File: src/rtl/cv32e40p_pkg.sv
// Shared types and defaults for the TMR ALU fault manager.
// The state encoding is visible on state_o, so values are fixed explicitly.
package cv32e40p_pkg;

    localparam int FAULT_RETRY_MAX = 3;

    typedef enum logic [1:0] {
        FM_IDLE   = 2'd0,
        FM_RETRY  = 2'd1,
        FM_PERM   = 2'd2,
        FM_UNUSED = 2'd3
    } fault_mgr_state_e;

endpackage

File: src/rtl/cv32e40p_sat_counter.sv
// Saturating up-counter used for the lifetime count of qualified faults.
// A clear in the same cycle as an increment wins.
module cv32e40p_sat_counter #(
    parameter int W = 8
) (
    input  logic         clk,
    input  logic         rst,
    input  logic         inc,
    input  logic         clr,
    output logic [W-1:0] cnt
);

    always_ff @(posedge clk or posedge rst) begin
        if (rst) begin
            cnt <= '0;
        end else if (clr) begin
            cnt <= '0;
        end else if (inc && (cnt != {W{1'b1}})) begin
            cnt <= cnt + 1'b1;
        end
    end

endmodule

File: src/rtl/cv32e40p_tmr_fault_mgr.sv
// Fault manager for the triplicated ALU: replays transient voter mismatches
// and declares a permanent fault once too many happen back to back.
//
// state    | meaning
// ---------+-----------------------------------------------------------
// FM_IDLE  | no outstanding fault
// FM_RETRY | replay requested, waiting for the re-executed result
// FM_PERM  | replay budget exhausted, held until clear_i
// FM_UNUSED| illegal, falls back to FM_IDLE
module cv32e40p_tmr_fault_mgr
    import cv32e40p_pkg::*;
#(
    parameter int RETRY_MAX = FAULT_RETRY_MAX,
    parameter int CNT_W     = 8
) (
    input  logic             clk,
    input  logic             rst,
    input  logic             valid_i,
    input  logic             res_fault_i,
    input  logic             comp_fault_i,
    input  logic             ready_fault_i,
    input  logic             clear_i,
    input  logic             cnt_clr_i,
    output logic             retry_req_o,
    output logic             perm_fault_o,
    output logic             irq_o,
    output logic [2:0]       fault_src_o,
    output logic [CNT_W-1:0] fault_cnt_o,
    output logic [1:0]       state_o
);

    localparam logic [3:0] RETRY_LIMIT = 4'(RETRY_MAX);

    fault_mgr_state_e state;
    logic [3:0]       consec_cnt;
    logic [2:0]       fault_vec;
    logic             qual_fault;

    assign fault_vec  = {ready_fault_i, comp_fault_i, res_fault_i};
    assign qual_fault = valid_i && (fault_vec != 3'b000);
    assign state_o    = state;

    always_ff @(posedge clk or posedge rst) begin
        if (rst) begin
            state        <= FM_IDLE;
            consec_cnt   <= '0;
            fault_src_o  <= '0;
            retry_req_o  <= 1'b0;
            irq_o        <= 1'b0;
            perm_fault_o <= 1'b0;
        end else begin
            retry_req_o <= 1'b0;
            irq_o       <= 1'b0;
            // An acknowledge discards any fault presented in the same cycle.
            if (clear_i) begin
                state        <= FM_IDLE;
                consec_cnt   <= '0;
                fault_src_o  <= '0;
                perm_fault_o <= 1'b0;
            end else begin
                if (qual_fault) begin
                    fault_src_o <= fault_src_o | fault_vec;
                end
                case (state)
                    FM_IDLE: begin
                        if (qual_fault) begin
                            state       <= FM_RETRY;
                            consec_cnt  <= 4'd1;
                            retry_req_o <= 1'b1;
                        end
                    end
                    FM_RETRY: begin
                        if (qual_fault) begin
                            if (consec_cnt < RETRY_LIMIT) begin
                                consec_cnt  <= consec_cnt + 4'd1;
                                retry_req_o <= 1'b1;
                            end else begin
                                state        <= FM_PERM;
                                perm_fault_o <= 1'b1;
                                irq_o        <= 1'b1;
                            end
                        end else if (valid_i) begin
                            state      <= FM_IDLE;
                            consec_cnt <= '0;
                        end
                    end
                    FM_PERM: begin
                        perm_fault_o <= 1'b1;
                    end
                    default: begin
                        state        <= FM_IDLE;
                        consec_cnt   <= '0;
                        perm_fault_o <= 1'b0;
                    end
                endcase
            end
        end
    end

    cv32e40p_sat_counter #(
        .W(CNT_W)
    ) u_fault_cnt (
        .clk (clk),
        .rst (rst),
        .inc (qual_fault && !clear_i),
        .clr (cnt_clr_i),
        .cnt (fault_cnt_o)
    );

endmodule

File: config.mk
export PLATFORM = sky130hd
export DESIGN_NAME = cv32e40p_tmr_fault_mgr
export DESIGN_NICKNAME = d
export VERILOG_FILES = /design/src/rtl/cv32e40p_pkg.sv /design/src/rtl/cv32e40p_sat_counter.sv /design/src/rtl/cv32e40p_tmr_fault_mgr.sv
export SDC_FILE = /design/constraint.sdc
export NUM_CORES = 1
export LEC_CHECK = 0
export ABC_AREA = 1
export BUFFER_PORTS_ARGS = -buffer_cell sky130_fd_sc_hd__buf_4
export CORE_MARGIN = 5
export CORE_UTILIZATION = 50
export DETAILED_ROUTE_END_ITERATION = 8
export GPL_TIMING_DRIVEN = 0
export PLACE_DENSITY = 0.71
export SLEW_MARGIN = 10
export SYNTH_ARGS = -nofsm -noshare
export SYNTH_HDL_FRONTEND = slang
export SYNTH_SLANG_ARGS = --single-unit
File: constraint.sdc
create_clock -name clk -period 2.2 [get_ports clk]
set_input_delay 0.33 -clock clk [delete_from_list [all_inputs] [get_ports clk]]
set_output_delay 0.33 -clock clk [all_outputs]
set_load 0.02 [all_outputs]
# Word-level counts from Yosys, hierarchy flattened
# Index checks and enable logic that the tools add are counted.
totals:
  register_bits: 20
  latchBits: 0
  mem_bits_rw: 0
  romBits: 0
  inputBits: 8
  out_inout_bits: 16
  mem_count: 0
op_classes:
  addsub: 2
  multipliers: 0
  div_mod_pow: 0
  n_lt_le_gt_ge: 1
  n_eq_ne: 11
  n_shift: 0
  mux: 29
  bitwise: 1
  reduce_logical: 11
op_table:
  columns: ["op", "n"]
  rows:
  - ["2-to-1 mux 4 bit", 5]
  - ["2-to-1 mux 8 bit", 2]
  - ["inequality test 4 bit (second input constant)", 3]
  - ["one-hot mux 4 bit (3 select lines)", 1]
  - ["2-to-1 mux 1 bit", 11]
  - ["2-to-1 mux 2 bit", 5]
  - ["inequality test 3 bit (second input constant)", 3]
  - ["adder 8 x 1 -> 8 bit (second input constant)", 1]
  - ["inequality test 8 bit (second input constant)", 1]
  - ["AND reduction 4 bit", 2]
  - ["2-to-1 mux 3 bit", 2]
  - ["one-hot mux 2 bit (3 select lines)", 1]
  - ["adder 4 x 1 -> 4 bit (second input constant)", 1]
  - ["less-than comparator 4 x 2 -> 1 bit (second input constant)", 1]
  - ["inequality test 2 bit (second input constant)", 2]
  - ["nonzero test 2 bit", 2]
  - ["logical AND 1 bit", 3]
  - ["OR 3 bit", 1]
  - ["one-hot mux 1 bit (3 select lines)", 1]
  - ["AND reduction 3 bit", 1]
  - ["nonzero test 3 bit", 1]
  - ["== test 2 x 1 -> 1 bit (second input constant)", 1]
  - ["== test 2 bit (second input constant)", 1]
  - ["logical NOT 2 bit", 1]
  - ["2 further kinds", 2]

# Logic depth before layout (Yosys ltp)
# Gate-level depths: netlist of run 1.
depth:
  word_depth: 6
  depth_mapped: 9
  depth_no_buf: 9

# By module
# From an unflattened synthesis of run 1, not the netlist that was laid out.
hier_totals:
  hier_cells: 157
  hier_area_um2: 1184.9
by_module_without_submodules:
  columns: ["mod", "n_inst", "cells_each", "area_per_inst_um2", "seq_area_each_um2"]
  rows:
  - ["cv32e40p_tmr_fault_mgr", 1, 88, 678.2, 300.3]
  - ["cv32e40p_sat_counter", 1, 69, 506.7, 200.2]

# Worst setup path after synthesis of run 1
# Ideal clock, no wire load.
synth_timing:
  path_kind: "register -> register"
  startpoint: "register u_fault_cnt.cnt[0]"
  endpoint: "register u_fault_cnt.cnt[5]"
  setup_ns: 0.118
  t_arrival_ns: 1.367
  required_ns: 2.082
  path_slack_ns: 0.715
  stages_incl_launch_ff: 10
  path_buffers: 0
  synth_period_minus_slack_ns: 1.485
  path_cell_list: "dfrtp_1 > ha_1 > nand2_1 > inv_2 > nand2_1 > nor2_4 > nor2_4 > nor2_8 > nand2_1 > nand2_1"
synth_between:
  elab_chain_cells: 3
  elab_cells_between_ends: 6
  cone_classes: "add/sub (1); eq/ne (1); mux (2); reduce/logical (2)"
synth_rtl:
  columns: ["item", "line_no", "text"]
  rows:
  - ["from (decl)", "cv32e40p_sat_counter.sv:10", "output logic [W-1:0] cnt"]
  - ["from (signal assigned)", "cv32e40p_sat_counter.sv:19", "cnt <= cnt + 1'b1;"]
  - ["adder 8 x 1 -> 8 bit or inequality test 8 bit (tied branches)", "cv32e40p_sat_counter.sv:19, cv32e40p_sat_counter.sv:18", null]
  - ["2-to-1 mux 8 bit or logical AND 1 bit (tied branches)", "cv32e40p_sat_counter.sv:18", "end else if (inc && (cnt != {W{1'b1}})) begin"]
  - ["2-to-1 mux 8 bit or nonzero test 2 bit (tied branches)", null, null]
# Parallel ways exist; a longest one is shown, timed or not. The select of a mux whose other input is x is not followed.
# A chain may end at the register's enable or synchronous reset.

# Worst setup path after layout of run 1
layout_timing:
  startpoint: "register u_fault_cnt.cnt[0]"
  endpoint: "register u_fault_cnt.cnt[3]"
# The elaborated chain is that of the path after synthesis.

==> impl_metrics.env, run 1 <==
export IMPL_firstDrtPassIters=4
export IMPL_vias=1046
export IMPL_tns_ns=0
export IMPL_cts_buffers=3
export IMPL_yosys_area_share_adder_pct=5.464
export IMPL_rsz0062_at_grt="no"
export IMPL_synth_seq_cells=20
export IMPL_maxCapViolCount=0
export IMPL_drtAntennaViolNets=0
export IMPL_startpoint_type="flop"
export IMPL_syn_cell_area_um2=1145
export IMPL_cts_tree="built"
export IMPL_grt_pass1_wl_um=4084
export IMPL_cp_arrival_ns=1.76
export IMPL_period_share_pct=71.10
export IMPL_grt_pass1_vias=989
export IMPL_rows=17
export IMPL_drt_vias_per_instance=5.078
export IMPL_p_leak_nw=0.8063
export IMPL_postCtsSetupRepairBufs=0
export IMPL_insertion_delay_ns=0.30
export IMPL_io_buffers=23
export IMPL_synthMuxAreaShare_pct=0
export IMPL_cts_resized=0
export IMPL_wl_um=2321
export IMPL_path_clk_slew_ns=0.10
export IMPL_clock_skew_ns=0.001441
export IMPL_drv_slew=0
export IMPL_final_nets=193
export IMPL_place_hpwl_um=1829
export IMPL_finalSetupViolCount=0
export IMPL_htreeDepth=1
export IMPL_area_growth_pct=20.11
export IMPL_p_per_area_nw_per_um2=697.3
export IMPL_yosysWarnings=0
export IMPL_path_max_fanout=9
export IMPL_grt_max_degree=21
export IMPL_setup_ws_ns=0.6359
export IMPL_synth_distinct_cells=17
export IMPL_ys_seq_area_share_pct=43.72
export IMPL_cts_root_buf="clkbuf_4"
export IMPL_start_util_pct=52.26
export IMPL_wl_per_cell_um=11.27
export IMPL_crit_chain="ha_1, nand2_1, inv_2, nand2_1, nor2_4, nor2_4, nor2_8, nand2_1, nand2_1"
export IMPL_drcViolationCount=0
export IMPL_die_w_um=57.85
export IMPL_tightest_slew_ns=0.7614
export IMPL_fill_cells=207
export IMPL_timing_fmax_mhz=639.3
export IMPL_hold_viol_final=0
export IMPL_grt_antenna_before_repair=0
export IMPL_synth_compound_area_share_pct=3.934
export IMPL_grt_ovfl_total=0
export IMPL_cpMaxStageDelayCell="dfrtp_1"
export IMPL_cts_num_sinks=20
export IMPL_core_um2=2191
export IMPL_max_stage_delay_ns=0.44
export IMPL_drt_iter0_markers=33
export IMPL_yosys_area_share_simple_pct=37.16
export IMPL_status="complete, no violations"
export IMPL_synth_xor_area_share_pct=1.530
export IMPL_crit_top_cell="nand2_1"
export IMPL_pre_cts_slack_ns=0.6436
export IMPL_cp_end_kind="flop"
export IMPL_synth_nets=165
export IMPL_dieArea_um2=3347
export IMPL_clock_path_buffers=2
export IMPL_setup_worst_path_class="flop to flop"
export IMPL_antennaDiodeCount=0
export IMPL_required_ns=2.40
export IMPL_grt_total_usage_pct=15.37
export IMPL_holdBufCountCts=0
export IMPL_die_y_um=57.85
export IMPL_max_slew_margin_pct=49.18
export IMPL_vdd_drop_max_mv=0.5266
export IMPL_worst_hold_path_type="primary input to async pin"
export IMPL_syn_avg_cell_area_um2=7.532
export IMPL_synth_cells=152
export IMPL_drive_gt1_share_pct=19.66
export IMPL_ioPinCount=24
export IMPL_synth_top_family_by_area="simple AND/OR/NAND/NOR gates"
export IMPL_layout_min_cycle_time_ns=1.564
export IMPL_gp_congestion=0.8445
[per-stage QoR]
step	total power, mW	cell area (um^2)	instances	hold WS [ns]	utilization, %
5_1_grt	1.037	1375	206	0.2132	62.76
6_report	0.9588	1375	206	0.1616	62.76
4_1_cts	0.9687	1375	206	0.1854	62.76
3_5_place_dp	0.8008	1353	203	0.4849	61.74
3_3_place_gp	0.7887	1353	203	0.4587	61.74
2_1_floorplan	0.6838	1145	152	0.2938	-
[synth_stat cells (all sizes together)]
master / number / area, um^2
nand2: 50 / 200.2
xor2: 2 / 17.52
a21oi: 3 / 15.01
inv: 25 / 93.84
nor2: 20 / 106.4
nand4: 5 / 31.28
ha: 5 / 62.56
o21ai: 6 / 30.03
nand3b: 1 / 7.510
nand3: 15 / 80.08
dfrtp: 20 / 500.5
[worst max-delay path, delay by kind of cell (launching register included)]
| kind | cells | cell delay (ns) |
|---|---|---|
| buffers and inverters | 1 | 0.05 |
| and+or+nand+nor | 7 | 0.74 |
| DFF | 1 | 0.44 |
| adders and majority gates | 1 | 0.24 |
[path summary, 6_finish.rpt]
check,end,startpoint,cells past startpoint,slack (ns)
worst max-delay path,u_fault_cnt.cnt[3],u_fault_cnt.cnt[0],9,0.64
worst min-delay path,u_fault_cnt.cnt[1],rst,2,0.16
worst max register to register,u_fault_cnt.cnt[3],u_fault_cnt.cnt[0],9,0.64
worst min register to register,consec_cnt[2],consec_cnt[2],2,0.51
max in group asynchronous,fault_src_o[2],rst,2,1.57
min in group clk,fault_src_o[1],clear_i,2,0.22
[cells in the final DEF, fill, tap and decap left out]
cell / instances
a21oi_1: 3
buf_4: 23
clkbuf_4: 3
dfrtp_1: 20
ha_1: 5
inv_1: 23
inv_2: 2
nand2_1: 47
nand2_2: 2
nand2_4: 1
nand3_1: 14
nand3_2: 1
nand3b_1: 1
nand4_1: 5
nor2_1: 17
nor2_4: 2
nor2_8: 1
o21ai_0: 6
xor2_1: 2
[where the power goes]
part	switching [mW]	total (mW)	internal, mW
Clock	0.105	0.169	0.0638
Combinational	0.213	0.344	0.131
Sequential	0.0355	0.446	0.410
[registers in the layout, indices dropped and copies added, names as in the netlist]
| name | flops |
|---|---|
| consec_cnt | 4 |
| u_fault_cnt.cnt | 8 |
| irq_o | 1 |
| perm_fault_o | 1 |
| fault_src_o | 3 |
| state_o | 2 |
| retry_req_o | 1 |
[per-layer routing]
layer	vias up	share of wire [%]	GRT usage [%]
met1	491	42	17.25
met5	-	0	0
met4	0	1.9	6.623
met3	5	4.4	2.227
met2	23	51	28.55
li1	527	-	-
[cell families (layout without fill, tap and decap cells)]
kind of cell	count (synthesis)	after routing
buf+inv	25	51
xor+xnor	2	2
compound gates	9	9
fa+ha+maj	5	5
flops	20	20
simple gates	91	91
[cell type report]
cell class | count | area, um^2 | share of cell area [%]
Multi-Input combinational cell | 107 | 550.5 | 40.04
Sequential cell | 20 | 500.5 | 36.40
Timing Repair Buffer | 23 | 172.7 | 12.56
Inverter | 25 | 93.84 | 6.824
Tap cell | 28 | 35.03 | 2.548
Clock buffer | 3 | 22.52 | 1.638
Power figures use the tool's default switching activity.
==> inputs of run 2 (changes only) <==
Clock period 2.2 ns to 1.45 ns, I/O delays scaled along.
==> impl_metrics.env, run 2 (synthesis gave the netlist of run 1 again) <==
export IMPL_status="complete, no violations"
export IMPL_core_um2=2191
export IMPL_r2r_start="state_o[0]"
export IMPL_vdd_drop_max_mv=0.8361
export IMPL_htreeDepth=1
export IMPL_cp_arrival_ns=1.59
export IMPL_wl_per_cell_um=11.60
export IMPL_required_ns=1.66
export IMPL_stdcell_area_um2=1538
export IMPL_die_w_um=57.85
export IMPL_p_per_area_nw_per_um2=1088
export IMPL_max_slew_margin_pct=49.68
export IMPL_layout_min_cycle_time_ns=1.374
export IMPL_cp_end_kind="flop"
export IMPL_cts_buffers=3
export IMPL_mostFrequentLayoutCells="nand2_1, buf_4, inv_1, dfrtp_1"
export IMPL_antennaDiodeCount=0
export IMPL_start_util_pct=52.26
export IMPL_rr_endpoint="consec_cnt[0]"
export IMPL_finalSetupViolCount=0
export IMPL_rows=17
export IMPL_drt_vias_per_instance=5.005
export IMPL_mostFrequentLayoutCell="nand2_1"
export IMPL_drt_iter0_markers=23
export IMPL_maxCapViolCount=0
export IMPL_fill_cells=181
export IMPL_die_y_um=57.85
export IMPL_multi_input_area_um2=613.1
export IMPL_cts_tree="built"
export IMPL_hold_viol_final=0
export IMPL_startpoint_type="flop"
export IMPL_cts_root_buf="clkbuf_4"
export IMPL_grt_pass1_vias=996
export IMPL_wl_um=2506
export IMPL_period_share_pct=94.73
export IMPL_vias=1081
export IMPL_grt_ovfl_total=0
export IMPL_ioPinCount=24
export IMPL_detailed_place_area_um2=1358
export IMPL_firstDrtPassIters=4
export IMPL_setup_worst_path_class="flop to flop"
export IMPL_p_leak_nw=0.8920
export IMPL_grt_antenna_before_repair=0
export IMPL_drcViolationCount=0
export IMPL_cp_startpoint="state_o[0]"
export IMPL_timing_fmax_mhz=728.0
export IMPL_drive_gt1_share_pct=31.91
export IMPL_path_max_fanout=7
export IMPL_worst_hold_path_type="primary input to async pin"
export IMPL_grt_max_degree=21
export IMPL_insertion_delay_ns=0.31
export IMPL_clock_path_buffers=2
export IMPL_top_register="u_fault_cnt.cnt"
export IMPL_gp_congestion=0.8150
export IMPL_regArea_um2=504.2
export IMPL_area_growth_pct=34.32
export IMPL_reg2reg_depth=8
export IMPL_crit_end="consec_cnt[0]"
export IMPL_setup_reg_to_reg_worst_slack_ns=0.08
export IMPL_grt_total_usage_pct=16.07
export IMPL_io_buffers=23
export IMPL_drtAntennaViolNets=0
export IMPL_cts_num_sinks=20
export IMPL_place_hpwl_um=1743
export IMPL_dieArea_um2=3347
export IMPL_rsz0062_at_grt="yes"
export IMPL_grt_pass1_wl_um=4243
export IMPL_largest_register_ffs=8
export IMPL_drv_slew=0
export IMPL_holdBufCountCts=0
export IMPL_largestRegisters="u_fault_cnt.cnt x8, consec_cnt x4, fault_src_o x3"
export IMPL_tightest_slew_ns=0.7539
export IMPL_total_power_mw=1.674
export IMPL_final_nets=202
export IMPL_path_clk_slew_ns=0.12
export IMPL_clock_skew_ns=0.008651
## run 2: changes by cell type in the layout (fill, tap and decap cells not counted), sizes merged
cell    before  now
buf         23   32
clkbuf       3    4
## run 2: area by class of cell
| cell class | count | share of cell area, % |
|---|---|---|
| multi-input cells | 107 | 39.87 |
| well taps | 28 | 2.278 |
| repair buffers | 32 | 16.44 |
| flip-flops and latches | 20 | 32.79 |
| clock buffers | 4 | 2.360 |
| inverters | 25 | 6.265 |
## run 2: power breakdown
part | switching, mW | internal [mW] | leakage (nW) | total, mW
sequential | 0.0565 | 0.626 | 0.267 | 0.682
clock | 0.178 | 0.153 | 0.0210 | 0.331
combinational | 0.368 | 0.291 | 0.604 | 0.660
total | 0.603 | 1.07 | 0.892 | 1.67
## run 2: timing repair
| action | in CTS | in global routing |
|---|---|---|
| pin swaps | 1 | 6 |
| resized for setup | 2 | 20 |
| setup buffers | 1 | 8 |
| endpoints found under the setup margin | 12 | 14 |
| cloned | 0 | 0 |
## run 2: critical path: stages (launching register included)
cell	delay, ns
dfrtp_2	0.42
inv_1	0.07
ha_1	0.22
nand2_2	0.10
nand2_1	0.07
nand2_2	0.08
nand2_4	0.08
o21ai_0	0.15
nand2_1	0.06
## run 2: layer usage
metal	routed length, um	track usage [%]	vias up
met5	0	0	-
met3	162	2.450	5
met2	1151	26.61	30
li1	-	-	549
met1	1142	20.55	497
met4	49	7.285	0
## run 2: how the worst min path moves through the flow
stage	cells past startpoint	slack, ns	from	endpoint
2_1_floorplan	1	0.18	rst	consec_cnt[0]
3_3_place_gp	2	0.40	rst	fault_src_o[0]
3_5_place_dp	2	0.41	rst	fault_src_o[1]
4_1_cts	2	0.06	rst	perm_fault_o
5_1_grt	2	0.09	clear_i	fault_src_o[1]
6_report	2	0.03	rst	perm_fault_o
## run 2: stage by stage
stage | utilization (%) | setup slack (ns) | cells | hold WS [ns] | setup TNS [ns]
final | 70.19 | 0.07637 | 216 | 0.02969 | 0
after global routing | 70.19 | -0.04845 | 216 | 0.08707 | -0.1235
after CTS | 64.76 | 0.001351 | 208 | 0.05867 | 0
after detailed placement | 61.96 | -0.06888 | 203 | 0.4066 | -0.5384
after global placement | 61.96 | -0.03581 | 203 | 0.4043 | -0.2890
after floorplan | - | 0.01094 | 152 | 0.1812 | 0
